<file path="src/rtl/accel_spi_sequencer_if.sv">
// Pin-level and sample-output bundle between the ADXL362 sequencer and its
// surroundings (sensor pins plus the registered Y/Z sample outputs).
interface accel_spi_sequencer_if;
  logic        MISO;
  logic        MOSI;
  logic        SCLK;
  logic        CS;
  logic [15:0] Y_value;
  logic [15:0] Z_value;
  logic        valid;
  logic        init_done;
  logic        busy;

  // valid is a one-cycle strobe with no back-pressure: the consumer must
  // capture Y_value/Z_value on the cycle valid is high.
  modport master (
    input  MISO,
    output MOSI, SCLK, CS, Y_value, Z_value, valid, init_done, busy
  );

  modport slave (
    output MISO,
    input  MOSI, SCLK, CS, Y_value, Z_value, valid, init_done, busy
  );
endinterface

</file>
<file path="src/rtl/accel_spi_sequencer.sv">
// ADXL362 SPI sequencer: one POWER_CTL=measure write after reset, then
// periodic Y/Z burst reads presented as registered words with a valid strobe.
module accel_spi_sequencer #(
  parameter int CLK_DIV       = 50,
  parameter int SAMPLE_PERIOD = 1000000,
  parameter int CS_IDLE       = 10
) (
  input  logic                         clk,
  input  logic                         reset,
  accel_spi_sequencer_if.master        spi,
  output logic [2:0]                   state_dbg
);

  localparam int DW   = (CLK_DIV > 1) ? $clog2(CLK_DIV) : 1;
  localparam int CMAX = (SAMPLE_PERIOD > CS_IDLE) ? SAMPLE_PERIOD : CS_IDLE;
  localparam int CW   = (CMAX > 1) ? $clog2(CMAX) : 1;

  localparam logic [DW-1:0] DIV_LAST  = DW'(CLK_DIV - 1);
  localparam logic [DW-1:0] DIV_ONE   = DW'(1);
  localparam logic [CW-1:0] GAP_LAST  = CW'(CS_IDLE - 1);
  localparam logic [CW-1:0] WAIT_LAST = CW'(SAMPLE_PERIOD - 1);
  localparam logic [CW-1:0] CNT_ONE   = CW'(1);

  // Commands are left-aligned; the trailing zeros keep MOSI low while the
  // read data bytes come back.
  localparam logic [23:0] INIT_CMD  = 24'h0A2D02;
  localparam logic [23:0] READ_CMD  = 24'h0B1000;
  // Half-period index of the CS hold phase (2N) and of the first data rise.
  localparam logic [6:0]  INIT_HOLD = 7'd48;
  localparam logic [6:0]  READ_HOLD = 7'd96;
  localparam logic [6:0]  RX_FIRST  = 7'd33;

  typedef enum logic [2:0] {
    ST_RESET     = 3'd0,
    ST_INIT_XFER = 3'd1,
    ST_GAP       = 3'd2,
    ST_WAIT      = 3'd3,
    ST_READ_XFER = 3'd4,
    ST_UPDATE    = 3'd5
  } state_t;

  state_t state_q, state_d;

  logic          cs_q, cs_d;
  logic          sclk_q, sclk_d;
  logic          mosi_q, mosi_d;
  logic          busy_q;
  logic          valid_q, valid_d;
  logic          init_done_q, init_done_d;
  logic [15:0]   y_q, y_d;
  logic [15:0]   z_q, z_d;
  logic [23:0]   tx_q, tx_d;
  logic [31:0]   rx_q, rx_d;
  logic [DW-1:0] div_q, div_d;
  logic [6:0]    half_q, half_d;
  logic [CW-1:0] cnt_q, cnt_d;

  logic          in_xfer;
  logic          cell_end;
  logic          xfer_done;
  logic          gap_end;
  logic          wait_end;
  logic [6:0]    hold_half;
  logic [6:0]    half_nx;
  logic          start_xfer;
  logic [23:0]   start_cmd;

  assign in_xfer   = (state_q == ST_INIT_XFER) || (state_q == ST_READ_XFER);
  assign cell_end  = in_xfer && (div_q == DIV_LAST);
  assign hold_half = (state_q == ST_READ_XFER) ? READ_HOLD : INIT_HOLD;
  assign xfer_done = cell_end && (half_q == hold_half);
  assign gap_end   = (cnt_q == GAP_LAST);
  assign wait_end  = (cnt_q == WAIT_LAST);
  assign half_nx   = half_q + 7'd1;

  always_ff @(posedge clk or posedge reset) begin
    if (reset) state_q <= ST_RESET;
    else       state_q <= state_d;
  end

  always_comb begin
    state_d = state_q;
    case (state_q)
      ST_RESET:     state_d = ST_INIT_XFER;
      ST_INIT_XFER: if (xfer_done) state_d = ST_GAP;
      ST_READ_XFER: if (xfer_done) state_d = ST_UPDATE;
      ST_UPDATE:    state_d = gap_end ? ST_WAIT : ST_GAP;
      ST_GAP:       if (gap_end) state_d = ST_WAIT;
      ST_WAIT:      if (wait_end) state_d = ST_READ_XFER;
      default:      state_d = ST_RESET;
    endcase
  end

  // Next values of every registered output and datapath register.
  always_comb begin
    cs_d        = cs_q;
    sclk_d      = sclk_q;
    mosi_d      = mosi_q;
    tx_d        = tx_q;
    rx_d        = rx_q;
    div_d       = div_q;
    half_d      = half_q;
    cnt_d       = cnt_q;
    y_d         = y_q;
    z_d         = z_q;
    valid_d     = 1'b0;
    init_done_d = init_done_q;
    start_xfer  = 1'b0;
    start_cmd   = READ_CMD;
    case (state_q)
      ST_RESET: begin
        start_xfer = 1'b1;
        start_cmd  = INIT_CMD;
      end
      ST_INIT_XFER, ST_READ_XFER: begin
        if (xfer_done) begin
          cs_d   = 1'b1;
          sclk_d = 1'b0;
          mosi_d = 1'b0;
          cnt_d  = '0;
          if (state_q == ST_READ_XFER) begin
            // Bytes arrived YL, YH, ZL, ZH.
            y_d     = {rx_q[23:16], rx_q[31:24]};
            z_d     = {rx_q[7:0], rx_q[15:8]};
            valid_d = 1'b1;
          end else begin
            init_done_d = 1'b1;
          end
        end else if (cell_end) begin
          div_d  = '0;
          half_d = half_nx;
          sclk_d = half_nx[0];
          if (!half_nx[0]) begin
            mosi_d = tx_q[23];
            tx_d   = {tx_q[22:0], 1'b0};
          end else if ((state_q == ST_READ_XFER) && (half_nx >= RX_FIRST)) begin
            rx_d = {rx_q[30:0], spi.MISO};
          end
        end else begin
          div_d = div_q + DIV_ONE;
        end
      end
      ST_GAP, ST_UPDATE: cnt_d = gap_end ? '0 : cnt_q + CNT_ONE;
      ST_WAIT: begin
        if (wait_end) start_xfer = 1'b1;
        else          cnt_d = cnt_q + CNT_ONE;
      end
      default: ;
    endcase
    if (start_xfer) begin
      cs_d   = 1'b0;
      sclk_d = 1'b0;
      div_d  = '0;
      half_d = '0;
      mosi_d = start_cmd[23];
      tx_d   = {start_cmd[22:0], 1'b0};
      rx_d   = '0;
    end
  end

  always_ff @(posedge clk or posedge reset) begin
    if (reset) begin
      cs_q        <= 1'b1;
      sclk_q      <= 1'b0;
      mosi_q      <= 1'b0;
      busy_q      <= 1'b0;
      valid_q     <= 1'b0;
      init_done_q <= 1'b0;
      y_q         <= '0;
      z_q         <= '0;
      tx_q        <= '0;
      rx_q        <= '0;
      div_q       <= '0;
      half_q      <= '0;
      cnt_q       <= '0;
    end else begin
      cs_q        <= cs_d;
      sclk_q      <= sclk_d;
      mosi_q      <= mosi_d;
      busy_q      <= ~cs_d;
      valid_q     <= valid_d;
      init_done_q <= init_done_d;
      y_q         <= y_d;
      z_q         <= z_d;
      tx_q        <= tx_d;
      rx_q        <= rx_d;
      div_q       <= div_d;
      half_q      <= half_d;
      cnt_q       <= cnt_d;
    end
  end

  assign spi.CS        = cs_q;
  assign spi.SCLK      = sclk_q;
  assign spi.MOSI      = mosi_q;
  assign spi.busy      = busy_q;
  assign spi.valid     = valid_q;
  assign spi.init_done = init_done_q;
  assign spi.Y_value   = y_q;
  assign spi.Z_value   = z_q;
  assign state_dbg     = state_q;

endmodule

</file>
<file path="src/flat_wrapper.sv">
// flat-port wrapper written by rule: the top's interface ports become plain ports
module accel_spi_sequencer_flat 
#(
  parameter int CLK_DIV       = 50,
  parameter int SAMPLE_PERIOD = 1000000,
  parameter int CS_IDLE       = 10
)
  (clk, reset, state_dbg, spi_MISO, spi_MOSI, spi_SCLK, spi_CS, spi_Y_value, spi_Z_value, spi_valid, spi_init_done, spi_busy);
  accel_spi_sequencer_if spi_i ();
  input  logic clk;
  input  logic reset;
  output logic [2:0] state_dbg;
  input wire logic [$bits(spi_i.MISO)-1:0] spi_MISO;
  output wire logic [$bits(spi_i.MOSI)-1:0] spi_MOSI;
  output wire logic [$bits(spi_i.SCLK)-1:0] spi_SCLK;
  output wire logic [$bits(spi_i.CS)-1:0] spi_CS;
  output wire logic [$bits(spi_i.Y_value)-1:0] spi_Y_value;
  output wire logic [$bits(spi_i.Z_value)-1:0] spi_Z_value;
  output wire logic [$bits(spi_i.valid)-1:0] spi_valid;
  output wire logic [$bits(spi_i.init_done)-1:0] spi_init_done;
  output wire logic [$bits(spi_i.busy)-1:0] spi_busy;
  assign spi_i.MISO = spi_MISO;
  assign spi_MOSI = spi_i.MOSI;
  assign spi_SCLK = spi_i.SCLK;
  assign spi_CS = spi_i.CS;
  assign spi_Y_value = spi_i.Y_value;
  assign spi_Z_value = spi_i.Z_value;
  assign spi_valid = spi_i.valid;
  assign spi_init_done = spi_i.init_done;
  assign spi_busy = spi_i.busy;
  accel_spi_sequencer #(.CLK_DIV(CLK_DIV), .SAMPLE_PERIOD(SAMPLE_PERIOD), .CS_IDLE(CS_IDLE)) u_core (.clk(clk), .reset(reset), .spi(spi_i), .state_dbg(state_dbg));
endmodule
</file>
<file path="config.mk">
export PLATFORM = sky130hd
export DESIGN_NAME = accel_spi_sequencer_flat
export DESIGN_NICKNAME = d
export VERILOG_FILES = /design/src/rtl/accel_spi_sequencer_if.sv /design/src/rtl/accel_spi_sequencer.sv /design/src/flat_wrapper.sv
export SDC_FILE = /design/constraint.sdc
export NUM_CORES = 1
export LEC_CHECK = 0
export ABC_AREA = 1
export CORE_UTILIZATION = 64
export DETAILED_ROUTE_END_ITERATION = 10
export PLACE_DENSITY = 0.82
export SETUP_SLACK_MARGIN = 0.3
export SKIP_LAST_GASP = 1
export SLEW_MARGIN = 25
export SYNTH_ARGS = -nofsm -noshare
export SYNTH_HDL_FRONTEND = slang
export SYNTH_SLANG_ARGS = --single-unit
</file>
<file path="constraint.sdc">
create_clock -name clk -period 7.02 [get_ports clk]
set_clock_uncertainty 0.2 [all_clocks]
set_input_delay 0.702 -clock clk [delete_from_list [all_inputs] [get_ports clk]]
set_output_delay 0.702 -clock clk [all_outputs]
set_load 0.1 [all_outputs]
</file>
Word-level counts from Yosys, hierarchy flattened --
Cells that the tools add are included.
Operators by class: eq/ne operators 18, muxes and demuxes 48, reductions and logical operators 23, $add $sub $neg 3, bitwise logic cells 2, magnitude comparators 1
Operators with widths (count):
- 32-bit two-way mux | 6
- 24-bit two-way mux | 5
- 20-bit two-way mux | 3
- 20-bit one-hot mux with 3 select lines | 1
- 7-bit two-way mux | 5
- 6-bit two-way mux | 4
- 20-bit by 1-bit adder with 20-bit output, second input constant | 1
- 20-bit equality test, second input constant | 1
- 20-bit by 4-bit equality test with 1-bit output, second input constant | 1
- 3-bit one-hot mux with 6 select lines | 1
- 1-bit two-way mux | 17
- 17-bit two-way mux | 1
- 3-bit AND reduction | 5
- 3-bit two-way mux | 4
- 2-bit by 1-bit inequality test with 1-bit output, second input constant | 5
- 4-bit AND reduction | 2
- 2-bit nonzero test | 4
- 7-bit by 1-bit adder with 7-bit output, second input constant | 1
- 7-bit equality test | 1
- 7-bit by 6-bit greater-or-equal comparator with 1-bit output, second input constant | 1
- 6-bit by 1-bit adder with 6-bit output, second input constant | 1
- 3-bit by 2-bit equality test with 1-bit output, second input constant | 2
- 3-bit equality test, second input constant | 2
- 6-bit equality test, second input constant | 1
- other kinds (12) | 20
Storage, ports and cells: register bits 130

Logic depth before layout (Yosys ltp) --
word-level depth 9, mapped depth 13, depth with buffers taken out 12

Worst setup path before layout --
No wires, ideal clock.
kind reg2reg, from reg u_core.state_q[1] (netlist: u_core.state_dbg[1]), to reg u_core.rx_q[10], slack 4.507 ns, stages on the path, launching flop included 10, arrival 2.196 ns, data required time 6.703 ns, path buffers 2, cells stage by stage dfrtp_1 -> inv_1 -> nor2_2 -> nand4_4 -> nand2_4 -> inv_2 -> buf_6 -> buf_6 -> nand3_1 -> nand2_1
Between the ends: longest elaborated chain between the ends 6, elaborated cells on any way between the ends 19, classes of those cells eq/ne: 5; mux: 3; reduce/logical: 11
Ends and longest elaborated chain:
- from (decl) | RTL line accel_spi_sequencer.sv:42 | state_t state_q, state_d;
- from (signal assigned) | RTL line accel_spi_sequencer.sv:78 | else state_q <= state_d;
- 3-bit equality test / 3-bit by 1-bit equality test with 1-bit output (equally long branches)
- 7-bit two-way mux / 1-bit logical OR (equally long branches) | RTL line accel_spi_sequencer.sv:70, accel_spi_sequencer.sv:68
- 7-bit equality test / 1-bit logical AND (equally long branches) | RTL line accel_spi_sequencer.sv:71, accel_spi_sequencer.sv:69
- 1-bit logical AND | RTL line accel_spi_sequencer.sv:71 | assign xfer_done = cell_end && (half_q == hold_half);
- 2-bit inequality test (no source line)
- 5-bit AND reduction (no source line)
- to (signal assigned) | RTL line accel_spi_sequencer.sv:186 | rx_q <= rx_d;
- to (decl) | RTL line accel_spi_sequencer.sv:53 | logic [31:0] rx_q, rx_d;
Several ways; a longest one is shown, not always the timed one. A chain may end at the register's enable or synchronous reset.

Worst setup path after layout --
from reg u_core.state_q[2] (netlist: u_core.state_dbg[2]), to out state_dbg[2]
RTL lines:
- to (decl) | RTL line flat_wrapper.sv:12 | output logic [2:0] state_dbg;
No word-level cell between the ends.

==> results.txt <==
Status = finished clean
Final instance area = 7360 sq um
GRT Residual Overflow = 0
Slew @ Worst Pin = 0.998 ns
Clk Latency, worst-skew pair = 0.52 ns
Max Clk Rate = 319 MHz
Die X = 102 um
Hold_buf cts = 0
Vias per Instance = 5.64
Worst hold path cell count = 2
Most common library cell in the layout ignoring fill and taps = nand2_1
Wire length on met3 = 694 um
Largest net degree at the start of global routing = 76
Initial antenna violation count = 0
Antenna Nets Post-Route = 0
Placer Congestion = 0.910
CP cell instances = clkdlybuf4s50_1
CP startpoint kind = flip-flop
Routed WL = 14000 um
Util after Layout = 78.2%
Synth Area in Adders = 1.18%
Post-CTS setup repair buffer count = 0
Worst r2r src = u_core.half_q[0]$_DFFE_PP0P_
DR top layer = met4
Worst vdd ir = 0.204 mV
Final Power = 1.67 mW
Synth Area in Compound Gates = 7.77%
Die Ht = 102 um
Endpoints failing setup = 0
Non-Filler Instances = 953
Fillers = 625
Net count, final = 820
Power Dens Cells = 226 nW/um^2
CTS Buf Count = 17
# IOs = 44
WS Path Type = flip-flop to output pin
Clock Tree Buf Depth = 2
Placed cells = 921
Ys Warns = 0
Starting DRT DRC Count = 318
Register-to-register setup slack = 3.91 ns
CP delay by family, top = buffers and inverters
Top post-synthesis cells by area = dfrtp_1 (50%), nand2_1 (16%), nand3_1 (5.5%), nand4_1 (3.8%), nor2_1 (2.6%)
CTS resizes = 0
Drt drc = 0
Vias in the first global route = 5215
Hold_ws = 0.269 ns
Multi-input gate area = 2720 sq um
Via count = 5378
Main combinational cell family by area after synthesis = simple AND/OR/NAND/NOR gates
Post-DR wirelength/cell = 14.6 um
Gr usage total = 30.4%
Worst EP arrival = 2.23 ns
Clk sink count = 128
Global-route wire length before repair = 24300 um
Final Max Slew Viols = 0
Final hold vios = 0
Total nets after synthesis = 791
CP endpoint kind = output pin
Post-Place Worst Slack = 3.69 ns
Max stage delay cell, worst path = clkdlybuf4s50_1
Register Area = 3200 sq um
Post-Synth XOR/XNOR Area = 2.07%
CTS tree = built
Most frequent cells in the layout = nand2_1 (276), dfrtp_1 (127), nand3_1 (70)
Min Tclk post-route = 3.14 ns
Layout area overhead = 16.1%
Register bit total from synthesis = 128
CORE AREA = 9420 sq um
RSZ-0062 raised after global routing = false
Critical path required time = 6.12 ns
Rows = 35
Mapped cell area = 6340 sq um
Initial Util = 67.4%
Synthesized area per cell = 8.11 sq um
Distinct cells, synth = 36
Reg2reg end = u_core.rx_q[20]$_DFFE_PP0P_
Port bufs = 43
Post-route setup TNS = 0 ns
Min-delay src = u_core.spi.Z_value[6]$_DFFE_PP0P_
Hold Crit Class = flip-flop to flip-flop
Max Cap Viol = 0
Leakage power = 3.67 nW
Root buffer cell = clkbuf_8
Metal-1 WL = 6010 um
Worst path bufs/invs = 1
Yosys top cell area share = 50.1%
Cell taking the most area after synthesis = dfrtp_1
Worst Hold Endpoint = u_core.spi.Z_value[6]$_DFFE_PP0P_
TritonRoute pass-1 iters = 5
DR WL met2 = 6930 um
Worst path max stage delay = 1.20 ns
Worst r2r path cells = 10
Crit Path Max Fanout = 7
Final HPWL DP = 8880 um
H-tree levels = 4
Period utilisation layout = 44.7%
Die ar. = 10300 sq um
Post-Synth Simple-Gate Area = 31.8%
Post-synthesis sequential area ratio = 50.5%
Setup WS post-layout = 3.88 ns
Cells after Synth = 782
ANT cells = 0
Max transition margin = 33.3%
Clock slew at reported path FFs = 0.06 ns
Placed Area = 6750 sq um
Layout cells sized above 1 = 8.25%
Mux cell area share after synthesis = 0%
power breakdown:
part           switching [mW]  internal [mW]  total (mW)  leakage (nW)
registers                   0          0.738       0.738          1.73
clock network           0.319          0.594       0.913         0.295
logic                  0.0140        0.00164      0.0157          1.65
cells in the mapped netlist:
library cell / n
nand4_4: 1
and2_1: 1
nor2_1: 44
xor2_1: 15
clkbuf_1: 7
nand4_1: 39
a21oi_1: 17
nand3_1: 70
nor2_4: 2
o21ai_1: 28
a21oi_4: 1
nand2_4: 2
buf_6: 8
a41oi_1: 1
nand3_2: 1
nand3_4: 1
clkinv_1: 2
nor2_2: 8
ha_1: 6
o21bai_1: 1
dfrtp_1: 127
nand3b_1: 3
a21o_1: 4
o21ai_0: 27
inv_1: 41
nor3_1: 2
a21oi_2: 1
nand2_2: 4
buf_2: 21
dfstp_2: 1
nand2_1: 277
nor3b_1: 1
o211ai_1: 7
buf_4: 1
o21ai_2: 1
inv_2: 9
flip-flops by register name, summed over array words and instances (netlist names):
register,count
u_core.rx_q,32
u_core.tx_q,22
u_core.cnt_q,20
u_core.spi.Y_value,16
u_core.spi.Z_value,16
u_core.half_q,7
u_core.div_q,6
u_core.state_dbg,3
u_core.spi.CS,1
u_core.spi.MOSI,1
u_core.spi.SCLK,1
u_core.spi.busy,1
u_core.spi.init_done,1
u_core.spi.valid,1
metal layers:
metal / global-route usage, % / vias to the layer above
li1: - / 2609
met1: 40.0 / 2581
met2: 50.0 / 153
met3: 5.45 / 35
met4: 13.2 / 0
met5: 0 / -
logic make-up (layout without fill, tap and decap cells):
kind of cell             after synthesis  count (layout)
XOR/XNOR                              15              15
flip-flops                           128             128
adder cells (fa/ha/maj)                6               6
buffers and inverters                 89             131
AO/OA/AOI/OAI                         88              88
AND/OR/NAND/NOR                      456             456
worst max path at each step:
| stage | startpoint | to | depth (start not counted) |
|---|---|---|---|
| 5_1_grt | u_core.half_q[0]$_DFFE_PP0P_ | u_core.rx_q[4]$_DFFE_PP0P_ | 10 |
| 2_1_floorplan | reset | u_core.cnt_q[0]$_DFFE_PP0P_ | 1 |
| 4_1_cts | u_core.half_q[0]$_DFFE_PP0P_ | u_core.rx_q[4]$_DFFE_PP0P_ | 10 |
| 3_5_place_dp | u_core.half_q[0]$_DFFE_PP0P_ | u_core.rx_q[1]$_DFFE_PP0P_ | 10 |
| 3_3_place_gp | u_core.state_dbg[0]$_DFFE_PP0P_ | u_core.rx_q[23]$_DFFE_PP0P_ | 10 |
| 6_report | u_core.state_dbg[2]$_DFFE_PP0P_ | state_dbg[2] | 1 |
cell type report:
cell class	instances	share of cell area (%)
Clock buffer	22	6.15
Clock inverter	10	2.16
Inverter	52	2.68
Multi-Input combinational cell	565	37.0
Sequential cell	128	43.5
Tap cell	129	2.19
Timing Repair Buffer	47	6.30
(Power assumes the default switching activity.)
